==> config.mk <==
export PLATFORM = sky130hd
export DESIGN_NAME = order_manager
export DESIGN_NICKNAME = d
export VERILOG_FILES = /design/src/rtl/order_manager_pkg.sv /design/src/rtl/order_manager_cooldown_timer.sv /design/src/rtl/order_manager.sv
export SDC_FILE = /design/constraint.sdc
export NUM_CORES = 1
export LEC_CHECK = 0
export CELL_PAD_IN_SITES_DETAIL_PLACEMENT = 2
export CELL_PAD_IN_SITES_GLOBAL_PLACEMENT = 2
export CORE_MARGIN = 5
export CORE_UTILIZATION = 29
export CTS_CLUSTER_SIZE = 16
export DETAILED_ROUTE_END_ITERATION = 7
export GPL_ROUTABILITY_DRIVEN = 1
export GPL_TIMING_DRIVEN = 0
export PLACE_DENSITY = 0.75
export SETUP_SLACK_MARGIN = 0.1
export SYNTH_ARGS = -nofsm -noshare
export SYNTH_HDL_FRONTEND = slang
export SYNTH_SLANG_ARGS = --single-unit
==> constraint.sdc <==
create_clock -name clk -period 4.1 [get_ports clk]
set_clock_uncertainty 0.05 [all_clocks]
set_input_delay 0.41 -clock clk [delete_from_list [all_inputs] [get_ports clk]]
set_output_delay 0.41 -clock clk [all_outputs]
set_load 0.03 [all_outputs]
==> src/rtl/order_manager_pkg.sv <==
// Shared trade encodings, widths and FSM state type for the order manager.
// Pure declarations plus one arithmetic helper; no timing of its own.
// No flow control; consumers own all handshaking.
package order_manager_pkg;

    // Signal stream encodings from the crossover generator
    localparam logic [1:0] SIG_HOLD = 2'b00;
    localparam logic [1:0] SIG_BUY  = 2'b01;
    localparam logic [1:0] SIG_SELL = 2'b11;

    // Order side encodings toward the gateway
    localparam logic SIDE_BUY  = 1'b0;
    localparam logic SIDE_SELL = 1'b1;

    // Datapath widths: Q16.16 price, signed position, share count, order counter
    localparam int PRICE_W   = 32;
    localparam int POS_W     = 17;
    localparam int QTY_W     = 16;
    localparam int ORD_CNT_W = 16;

    typedef enum logic [1:0] {
        ST_IDLE = 2'd0,
        ST_SEND = 2'd1,
        ST_COOL = 2'd2
    } state_t;

    // Magnitude of an 18-bit position delta, narrowed to a share count.
    // The lot-size bound keeps the delta within 2*32767, so nothing is lost.
    function automatic logic [QTY_W-1:0] abs_qty(input logic signed [POS_W:0] d);
        return QTY_W'(d[POS_W] ? -d : d);
    endfunction

endpackage

==> src/rtl/order_manager_cooldown_timer.sv <==
// Down-counter that holds the order FSM idle for COOLDOWN cycles after a fill.
// done is combinational from the count; a load restarts the count next cycle.
// No backpressure; counts only while enabled and stops at zero.
module order_manager_cooldown_timer #(
    parameter int COOLDOWN = 16
) (
    input  logic clk,
    input  logic rst,
    input  logic load,
    input  logic count,
    output logic done
);

    localparam int CNT_W    = (COOLDOWN > 2) ? $clog2(COOLDOWN) : 1;
    // Loading COOLDOWN-1 makes done rise in the last of COOLDOWN counting cycles
    localparam int LOAD_VAL = (COOLDOWN > 0) ? COOLDOWN - 1 : 0;

    logic [CNT_W-1:0] cnt;

    // Reload on accept, otherwise count down toward zero while enabled
    always_ff @(posedge clk) begin
        if (rst) begin
            cnt <= '0;
        end else if (load) begin
            cnt <= CNT_W'(LOAD_VAL);
        end else if (count && (cnt != '0)) begin
            cnt <= cnt - CNT_W'(1);
        end
    end

    assign done = (cnt == '0);

endmodule

==> src/rtl/order_manager.sv <==
// Turns a BUY/SELL/HOLD stream into market orders that move position between 0 and +/-LOT_QTY.
// Latency: a differing BUY/SELL beat in IDLE offers an order the next cycle.
// Backpressure: the offered order is held stable until ord_ready; later beats only retarget.
module order_manager
    import order_manager_pkg::*;
#(
    parameter int LOT_QTY  = 100,
    parameter int COOLDOWN = 16
) (
    input  logic                      clk,
    input  logic                      rst,
    input  logic                      in_valid,
    input  logic [1:0]                in_signal,
    input  logic [PRICE_W-1:0]        in_price,
    output logic                      ord_valid,
    input  logic                      ord_ready,
    output logic                      ord_side,
    output logic [QTY_W-1:0]          ord_qty,
    output logic [PRICE_W-1:0]        ord_price,
    output logic signed [POS_W-1:0]   position,
    output logic [ORD_CNT_W-1:0]      orders_sent,
    output logic                      busy
);

    localparam logic signed [POS_W-1:0] LOT_LONG  = POS_W'(LOT_QTY);
    localparam logic signed [POS_W-1:0] LOT_SHORT = POS_W'(-LOT_QTY);

    state_t                     state;
    state_t                     state_nxt;
    logic signed [POS_W-1:0]    tgt_r;
    logic [PRICE_W-1:0]         price_r;

    logic                       beat;
    logic signed [POS_W-1:0]    dec_tgt;
    logic signed [POS_W-1:0]    eff_tgt;
    logic [PRICE_W-1:0]         eff_price;
    logic signed [POS_W:0]      tgt_delta;
    logic                       start_ord;
    logic                       accept;
    logic                       tmr_done;

    // Decode the incoming beat; only a qualified BUY/SELL moves the target
    always_comb begin
        beat    = 1'b0;
        dec_tgt = tgt_r;
        case (in_signal)
            SIG_BUY: begin
                beat    = in_valid;
                dec_tgt = LOT_LONG;
            end
            SIG_SELL: begin
                beat    = in_valid;
                dec_tgt = LOT_SHORT;
            end
            SIG_HOLD: begin
                beat    = 1'b0;
            end
            default: begin
                beat    = 1'b0;
            end
        endcase
    end

    // A same-cycle beat bypasses the target/price registers so IDLE reacts in one cycle
    always_comb begin
        eff_tgt   = beat ? dec_tgt : tgt_r;
        eff_price = beat ? in_price : price_r;
        tgt_delta = {eff_tgt[POS_W-1], eff_tgt} - {position[POS_W-1], position};
    end

    // FSM state register
    always_ff @(posedge clk) begin
        if (rst) begin
            state <= ST_IDLE;
        end else begin
            state <= state_nxt;
        end
    end

    // FSM next state: launch on target mismatch, hold until accepted, then cool down
    always_comb begin
        state_nxt = state;
        start_ord = 1'b0;
        accept    = 1'b0;
        case (state)
            ST_IDLE: begin
                if (eff_tgt != position) begin
                    start_ord = 1'b1;
                    state_nxt = ST_SEND;
                end
            end
            ST_SEND: begin
                if (ord_ready) begin
                    accept    = 1'b1;
                    state_nxt = (COOLDOWN == 0) ? ST_IDLE : ST_COOL;
                end
            end
            ST_COOL: begin
                if (tmr_done) begin
                    state_nxt = ST_IDLE;
                end
            end
            default: begin
                state_nxt = ST_IDLE;
            end
        endcase
    end

    assign ord_valid = (state == ST_SEND);
    assign busy      = (state != ST_IDLE);

    // Target/price tracking, order capture on launch, position and count commit on accept
    always_ff @(posedge clk) begin
        if (rst) begin
            tgt_r       <= '0;
            price_r     <= '0;
            ord_side    <= SIDE_BUY;
            ord_qty     <= '0;
            ord_price   <= '0;
            position    <= '0;
            orders_sent <= '0;
        end else begin
            if (beat) begin
                tgt_r   <= dec_tgt;
                price_r <= in_price;
            end
            if (start_ord) begin
                ord_side  <= (eff_tgt < position) ? SIDE_SELL : SIDE_BUY;
                ord_qty   <= abs_qty(tgt_delta);
                ord_price <= eff_price;
            end
            if (accept) begin
                position    <= (ord_side == SIDE_SELL) ? position - $signed({1'b0, ord_qty})
                                                       : position + $signed({1'b0, ord_qty});
                orders_sent <= orders_sent + ORD_CNT_W'(1);
            end
        end
    end

    order_manager_cooldown_timer #(
        .COOLDOWN (COOLDOWN)
    ) u_cooldown (
        .clk   (clk),
        .rst   (rst),
        .load  (accept),
        .count (state == ST_COOL),
        .done  (tmr_done)
    );

endmodule

; After elaboration in Yosys (flattened, before gate mapping)
; Index checks and enable logic that the tools add are counted.
[classes]
reduce_logical = 8
add_sub_neg = 6
n_mux = 17
order_cmp = 1
n_eq_ne = 8
[op_table]
columns = operator, count
row1 = 17-bit two-way mux, 2
row2 = 17-bit one-hot mux with 2 select lines, 1
row3 = 32-bit two-way mux, 1
row4 = 17-bit by 17-bit subtractor with 18-bit output, 1
row5 = 17-bit adder, 1
row6 = 17-bit < comparator, 1
row7 = 17-bit inequality test, 1
row8 = 17-bit subtractor, 1
row9 = 16-bit by 1-bit adder with 16-bit output (second input constant), 1
row10 = 16-bit two-way mux, 1
row11 = 16-bit negator, 1
row12 = 4-bit two-way mux, 2
row13 = 1-bit two-way mux, 6
row14 = 2-bit two-way mux, 3
row15 = 2-bit one-hot mux with 3 select lines, 1
row16 = 2-bit by 1-bit equality test with 1-bit output (second input constant), 2
row17 = 2-bit equality test (second input constant), 2
row18 = 4-bit logical NOT, 1
row19 = 2-bit inequality test (second input constant), 2
row20 = 2-bit nonzero test, 2
row21 = 4-bit nonzero test, 1
row22 = 4-bit by 1-bit subtractor with 4-bit output (second input constant), 1
row23 = 3-bit AND reduction, 1
row24 = 2-bit logical NOT, 1
row25 = other kinds (3), 3
[totals]
in_bits = 38
reg_bits = 137
wordCells = 49
output_inout_bits = 84

; Logic depth before layout (Yosys ltp)
; Gate-level depths: netlist (run 1).
[logic_depth]
ltp_word = 7
depth_mapped = 15
mapped_depth_nobuf = 15

; Hierarchy
; Synthesis (run 1) repeated with hierarchy kept, for this count alone.
[hier_totals]
cells_unflattened = 851
hier_area_um2 = 7189.4
[by_module_without_submodules]
columns = module, cells_per_inst, area_per_inst_um2, n_inst, seq_area_each_um2
row1 = order_manager, 827, 6977.9, 1, 2662.6
row2 = order_manager_cooldown_timer, 24, 211.5, 1, 80.1

; Worst setup path after synthesis (run 1)
; No wires, ideal clock.
[synth_path]
path_type = input -> register
start = in in_valid
end = reg ord_qty[15]
cell_stages = 15
arrival_time_ps = 4066
n_path_buf = 2
required_time_ps = 3962
setup_slack_ps = -104
setup_time_ps = 88
cell_sequence = nand2_1 > clkbuf_1 > clkbuf_1 > nand2_1 > ha_1 > fa_1 > nand2b_2 > a2111o_1 > o2111ai_1 > or4b_4 > a211o_1 > nor2_2 > a31o_2 > nand3_2 > a311oi_2
[synth_via]
elab_chain_len = 5
elab_cells_between_ends = 8
cone_classes = 2 x add/sub / 1 x eq/ne / 5 x mux
[synth_rtl]
columns = item, line
row1 = "start, declared", order_manager.sv:12  ; input logic in_valid,
row2 = 1-bit two-way mux (*), order_manager.sv:46  ; case (in_signal)
row3 = 17-bit two-way mux (*), --
row4 = 17-bit by 17-bit subtractor with 18-bit output / 17-bit inequality test (equally long branches), "order_manager.sv:68, order_manager.sv:87"
row5 = 16-bit negator / 1-bit two-way mux (equally long branches), "order_manager_pkg.sv:30, order_manager.sv:87"
row6 = 16-bit two-way mux / 1-bit two-way mux (equally long branches), "order_manager_pkg.sv:30, order_manager.sv:85"
row7 = "end signal, assigned", order_manager.sv:129  ; ord_qty <= abs_qty(tgt_delta);
row8 = "end, declared", order_manager.sv:18  ; output logic [QTY_W-1:0] ord_qty,
; Mark *: on every way between the ends. The rest lies on a longest branch, timed or not.
; A chain may end at the register's enable or synchronous reset.

; Worst setup path after layout (run 1)
[layout_path]
start = in in_signal[1]
end = reg ord_qty[13]
[layout_via]
elab_chain_len = 7
elab_cells_between_ends = 12
cone_classes = 2 x add/sub / 3 x eq/ne / 6 x mux / 1 x reduce/logical
[layout_rtl]
columns = item, line
row1 = "start, declared", order_manager.sv:13  ; input logic [1:0] in_signal,
row2 = 2-bit equality test / 2-bit by 1-bit equality test with 1-bit output (equally long branches), order_manager.sv:46
row3 = 2-bit OR reduction (no line), --
row4 = 1-bit two-way mux, order_manager.sv:46
row5 = 17-bit two-way mux (*), --
row6 = net eff_tgt[7], order_manager.sv:35  ; logic signed [POS_W-1:0] eff_tgt;
row7 = 17-bit by 17-bit subtractor with 18-bit output / 17-bit inequality test (equally long branches), "order_manager.sv:68, order_manager.sv:87"
row8 = 16-bit negator / 1-bit two-way mux (equally long branches), "order_manager_pkg.sv:30, order_manager.sv:87"
row9 = 16-bit two-way mux / 1-bit two-way mux (equally long branches), "order_manager_pkg.sv:30, order_manager.sv:85"
; The timed path passes the listed nets; every way through them passes the cells marked *.

==> run_results.csv, run 1 <==
group,metric,value,unit
logic_synthesis,synth_area_leaders,"dfxtp_1 (37%), nor2_1 (6.8%), ha_1 (6.4%)",
flow_run,cap_viol_max_count,0,
worst_setup_path,rrSetupSlack,510,ps
worst_setup_path,cp-start-kind,"primary input",
worst_setup_path,cp_max_fo,10,
clock_network,clk_pin_slew,60,ps
floorplan,pin_count,122,
logic_synthesis,synthArstFlopShare,0,%
placed_design,dp_cells,1323,
clock_network,cts.path.max_buffers,2,
layout,post_route_cells_drive_above_1_share,7.99,%
logic_synthesis,syn_inst,872,
sta,slew_viol_final,0,
clock_network,holdBufCountCts,0,
logic_synthesis,ys_types,73,
worst_hold_path,hold_path.class,"register to register",
floorplan,initial_core_util,29.6,%
sta,hold_viol_final,0,
grt,grt_pass1_vias,7348,
placed_design,routabilityCongestion,0.808,
layout,finalNetCount,1091,
logic_synthesis,avgSynthCellArea,8.57,um^2
drt,num_vias,6943,
floorplan,fp.dieH,171,um
grt,grtUsageTotal,18.1,%
logic_synthesis,netlist_area,7470,um^2
worst_setup_path,endpoint_kind,"register",
floorplan,die_area,29100,um^2
logic_synthesis,synth-warning-count,0,
worst_hold_path,hold_end,"tgt_r[0]",
floorplan,die_w,171,um
grt,overflow,0,
logic_synthesis,synth_edf_count,0,
logic_synthesis,synth_nets,950,
sta,setup_violations,0,
worst_hold_path,min_from,"tgt_r[0]",
grt,antenna_found_initial,0,
pwr,max-vdd-ir-drop,0.000273,V
logic_synthesis,yosys.area.top_type,"dfxtp_1",
clock_network,clock_sinks,137,
logic_synthesis,yosys_most_used_dff,"dfxtp_1",
floorplan,core_area,25300,um^2
worst_setup_path,path_class,"primary input to register",
drt,totalWireLength,26.3,mm
layout,final_cells,1356,
drt,routedWlPerCell,19.4,um
sta,fin_crit,3820,ps
pwr,p_leak,3.98,nW
clock_network,cts_tree,"yes",
grt,grt_pass1_wl,41.6,mm
logic_synthesis,synth_top_area_share,36.7,%
layout,antenna_cells,0,
worst_setup_path,rr_worst_depth,15,
drt,vias_per_cell,5.12,
floorplan,rows,58,
sta,slew_headroom,42.1,%
pwr,total_power,6.79,mW
drt,drc_errors,0,
sta,max_freq,0.262,GHz
layout,area_delta_synth_final,30.9,%
worst_hold_path,whs_path_depth,2,
placed_design,pre_cts_slack,-991,ps
drt,antenna_left,0,
sta,rsz0062_at_grt,"false",
grt,grt_max_degree,17,
clock_network,clock_latency,420,ps
outcome,outcome,"finished clean",
placed_design,hpwlAfterDp,20.1,mm
clock_network,numCtsBuffers,17,
sta,tightest_slew,868,ps
pwr,power.density,694,nW/um^2
clock_network,cts_htree_levels,4,
clock_network,root_buffer,"clkbuf_16",
worst_setup_path,r2r_end,"position[16]",
sta,finalWorstSetupSlack,278,ps
sta,fin_crit_sh,93.2,%
logic_synthesis,synth_seq_cells,137,
drt,drt-pass1-iter-count,4,
logic_synthesis,seq_area_frac_synth,36.7,%
drt,drtIter0Drc,269,
worst_setup_path,r2r_start,"ord_qty[0]",
worst_setup_path,worstPathArrival,4100,ps
placed_design,port_buffers,121,
worst_setup_path,cp.required,4380,ps
-- cell usage after synthesis, drive strengths merged (2+ instances only) --
| master | instances |
|---|---|
| xnor2 | 31 |
| dfxtp | 137 |
| and2 | 2 |
| fa | 2 |
| nor2b | 19 |
| ha | 38 |
| inv | 40 |
| xor2 | 24 |
| nand3b | 6 |
| o41ai | 3 |
| a22oi | 3 |
| o21bai | 2 |
| nand4 | 8 |
| a2111oi | 3 |
| mux2i | 36 |
| a211oi | 53 |
| a21oi | 49 |
| or2 | 4 |
| o31ai | 3 |
| o2111ai | 3 |
| a311oi | 5 |
| or3 | 11 |
| o311ai | 6 |
| nand3 | 16 |
| a21o | 25 |
| nand2b | 5 |
| nor4 | 7 |
| clkbuf | 42 |
| buf | 9 |
| a31oi | 7 |
| nor2 | 136 |
| nand2 | 47 |
| a211o | 4 |
| o21ai | 32 |
| nor3b | 3 |
| o21a | 6 |
| and3 | 10 |
| nor4b | 3 |
| nor3 | 17 |
| a2111o | 2 |
| o211ai | 2 |
| a31o | 2 |
-- kinds of logic (layout without fill, tap and decap cells) --
logic type	Yosys count	in the layout	share of synthesized area, %
AOI/OAI and AO/OA	215	215	20.1
xor gates and xnor gates	55	55	6.44
adders and majority gates	40	40	6.90
buffers and inverters	91	245	6.08
DFF	137	137	36.7
muxes	36	36	4.82
and+or+nand+nor	298	298	19.0
-- what timing repair did --
item                       4_1_cts  5_1_grt
setup buffers                    1        1
hold endpoints to repair         0        0
setup endpoints to repair       17       16
pin swaps                        2        4
resized for setup               15        8
-- worst max path at each step --
| stage | cells past startpoint | to | from |
|---|---|---|---|
| 3_3_place_gp | 16 | ord_qty[15] | in_valid |
| 5_1_grt | 16 | ord_qty[13] | in_signal[1] |
| 2_1_floorplan | 15 | ord_qty[15] | in_valid |
| 4_1_cts | 16 | ord_qty[15] | in_signal[1] |
| 6_report | 16 | ord_qty[13] | in_signal[1] |
| 3_5_place_dp | 16 | ord_qty[15] | in_valid |
-- area by class of cell --
| cell class | count | area, um^2 |
|---|---|---|
| timing repair buffer | 123 | 1220 |
| tap | 330 | 413 |
| sequential | 137 | 2740 |
| buffer | 50 | 359 |
| fill | 2863 | 15500 |
| inverter | 40 | 150 |
| clock buffer | 19 | 443 |
| clock inverter | 13 | 158 |
| multi-input combinational | 644 | 4300 |
-- worst max-delay path, cell delays in order --
cell and delay, ps:
clkdlybuf4s50_1 410, and3_1 170, clkbuf_4 190, clkbuf_8 180, a21o_1 170, ha_1 300, buf_6 140, nand4_2 140
a2111o_1 460, o2111ai_1 130, or4b_4 500, a211o_1 270, nor2_2 130, nor2_1 60, xor2_1 160, a211oi_1 260
-- stage by stage --
stage | hold slack [ps] | util [%] | cell area (um^2) | setup TNS, ps
floorplan | 372 | - | 7480 | 0
global placement | 393 | 36.0 | 9100 | -11710
detailed placement | 395 | 36.0 | 9100 | -17110
CTS | 410 | 38.7 | 9760 | 0
global route | 436 | 38.7 | 9790 | 0
finish | 404 | 38.7 | 9790 | 0
-- flip-flops by register name, summed over array words and instances, names as in the netlist, 2 cells and up --
| signal | cells |
|---|---|
| ord_price | 32 |
| price_r | 32 |
| position | 17 |
| tgt_r | 17 |
| ord_qty | 16 |
| orders_sent | 16 |
| u_cooldown.cnt | 4 |
| state | 2 |
-- cells in the final DEF, fill, tap and decap left out, types with 4 or more instances in the layout --
cell / instances
nor4_1: 7
nand4_1: 7
a21o_1: 21
and3_1: 10
a21o_2: 4
a21oi_1: 49
nand3b_1: 6
xor2_1: 24
a31oi_1: 7
inv_1: 39
o21ai_0: 27
clkdlybuf4s50_1: 119
clkbuf_8: 9
mux2i_1: 36
ha_1: 38
o21ai_1: 4
buf_6: 5
nand3_1: 15
inv_6: 4
a211oi_1: 51
nor2_1: 135
o311ai_0: 5
or3_1: 10
xnor2_1: 31
nor2b_1: 19
clkbuf_1: 27
nand2b_1: 4
o21a_1: 5
dfxtp_1: 137
nor3_1: 17
nand2_1: 46
clkbuf_16: 19
buf_1: 4
-- routing by layer --
metal	vias up	GRT usage [%]	part of all wire, %
li1	3370	-	-
met4	0	3.65	0.98
met3	18	2.45	2.2
met5	-	0	0
met1	3467	24.0	47
met2	88	31.7	49
-- power by group --
part           switching, mW  leakage [nW]  internal [mW]
registers              0.238          1.12           1.53
logic                   2.03          2.57           1.39
clock network          0.670         0.285          0.931
total                   2.94          3.98           3.85
Note: power is estimated with default switching activity, not from simulation.
==> run 2: changes to the inputs <==
SETUP_SLACK_MARGIN = default   (was 0.1)
==> run_results.csv, run 2 (synthesis results as in run 1) <==
group,metric,value,unit
layout,final_common_cell,"dfxtp_1",
drt,drtIter0Drc,243,
placed_design,dpl_cell_area,9100,um^2
clock_network,clk_pin_slew,70,ps
floorplan,rows,58,
sta,slew_viol_final,0,
clock_network,clock_latency,430,ps
outcome,outcome,"finished clean",
pwr,max-vdd-ir-drop,0.000261,V
grt,grt_pass1_vias,7338,
flow_run,cap_viol_max_count,0,
worst_setup_path,worstPathArrival,4190,ps
grt,grt_pass1_wl,41.4,mm
worst_setup_path,cp-start-kind,"primary input",
pwr,total_power,6.88,mW
sta,fin_crit_sh,95.1,%
layout,layout_common_cells,"dfxtp_1 (137), nor2_1 (135), clkdlybuf4s50_1 (121)",
layout,ff_latch_area,2740,um^2
layout,top_regs,"ord_price: 32 flops, price_r: 32 flops",
placed_design,routabilityCongestion,0.800,
drt,drt-pass1-iter-count,4,
worst_hold_path,hold_path.class,"register to register",
layout,antenna_cells,0,
sta,hold_viol_final,0,
sta,fin_tns_setup,0,ps
floorplan,die_area,29100,um^2
drt,num_vias,6849,
clock_network,cts_tree,"yes",
placed_design,pre_cts_slack,-1290,ps
floorplan,core_area,25300,um^2
drt,totalWireLength,26.0,mm
sta,tightest_slew,818,ps
worst_setup_path,cp.required,4390,ps
sta,setup_violations,0,
grt,grt_max_degree,20,
worst_setup_path,path_class,"primary input to register",
worst_setup_path,endpoint_kind,"register",
layout,area_delta_synth_final,31.1,%
drt,drc_errors,0,
grt,overflow,0,
pwr,power.density,702,nW/um^2
sta,slew_headroom,45.5,%
grt,grtUsageTotal,18.0,%
floorplan,die_w,171,um
layout,finalNetCount,1092,
drt,antenna_left,0,
sta,max_freq,0.256,GHz
sta,fin_crit,3900,ps
placed_design,hpwlAfterDp,19.6,mm
drt,routedWlPerCell,19.2,um
floorplan,initial_core_util,29.6,%
sta,rsz0062_at_grt,"false",
grt,antenna_found_initial,0,
pwr,p_leak,3.99,nW
clock_network,holdBufCountCts,0,
floorplan,pin_count,122,
clock_network,cts_htree_levels,4,
clock_network,clock_sinks,137,
layout,design_area,9800,um^2
layout,multi_input_area,4310,um^2
sta,finalWorstSetupSlack,200,ps
clock_network,cts.path.max_buffers,2,
placed_design,port_buffers,121,
floorplan,fp.dieH,171,um
worst_setup_path,cp_max_fo,9,
clock_network,root_buffer,"clkbuf_16",
layout,post_route_cells_drive_above_1_share,8.28,%
layout,final_util,38.8,%
layout,fill_cells,2828,
clock_network,numCtsBuffers,17,
drt,vias_per_cell,5.05,
## run 2: cell count changes in the layout (fill, tap and decap cells not counted), sizes merged, moves of 2 or more
| cell | delta |
|---|---|
| inv | +5 |
| clkbuf | -2 |
| clkdlybuf4s50 | +2 |
| clkinvlp | -2 |
| dlygate4sd2 | -2 |
## run 2: worst max-delay path, stage by stage
cell and delay (ps):
clkdlybuf4s50_1 490, nand2_4 150, clkbuf_16 170, nand2_1 80
ha_1 220, fa_1 410, nand2b_2 250, a2111o_1 440
o2111ai_1 120, or4b_4 500, a211o_1 320, nor2_2 130
a31o_2 190, nand3_2 80, a311oi_2 230
## run 2: path summary, 6_finish.rpt
kind,slack (ps),depth (start not counted),startpoint,endpoint
max,200,15,in_signal[0],ord_qty[15]
min,410,2,tgt_r[0],tgt_r[0]
max reg2reg,320,13,ord_side,position[14]
min reg2reg,410,2,tgt_r[0],tgt_r[0]
## run 2: stage by stage
stage,hold slack [ps],instances
2_1_floorplan,372,872
3_3_place_gp,389,1323
3_5_place_dp,417,1323
4_1_cts,424,1353
5_1_grt,437,1357
6_report,415,1357
## run 2: power breakdown
part | internal, mW | switching, mW
Combinational | 1.38 | 2.06
Clock | 0.937 | 0.733
Sequential | 1.53 | 0.242
## run 2: area by class of cell
class                           instances  share of cell area, %
Multi-Input combinational cell        644                   44.0
Sequential cell                       137                   28.0
Timing Repair Buffer                  125                   12.7
Clock buffer                           17                   4.34
Tap cell                              330                   4.21
Buffer                                 49                   3.31
Clock inverter                         15                   1.99
Inverter                               40                   1.53
## run 2: what timing repair did
action                                  in CTS  in global routing
resized for setup                            8                 10
pin swaps                                    0                  0
endpoints found under the setup margin      17                  8
setup buffers                                0                  4
## run 2: per-layer routing
layer,vias to the layer above,global-route usage [%],wire (um)
met5,-,0,0
met3,16,2.87,695
met2,90,30.9,12700
met4,0,4.13,247
met1,3378,23.9,12400
li1,3365,-,-
==> run 3: changes to the inputs <==
SLEW_MARGIN = 25   (was default)
==> results of run 3 <==
No change in the layout: final DEF, timing and power equal those of run 2.
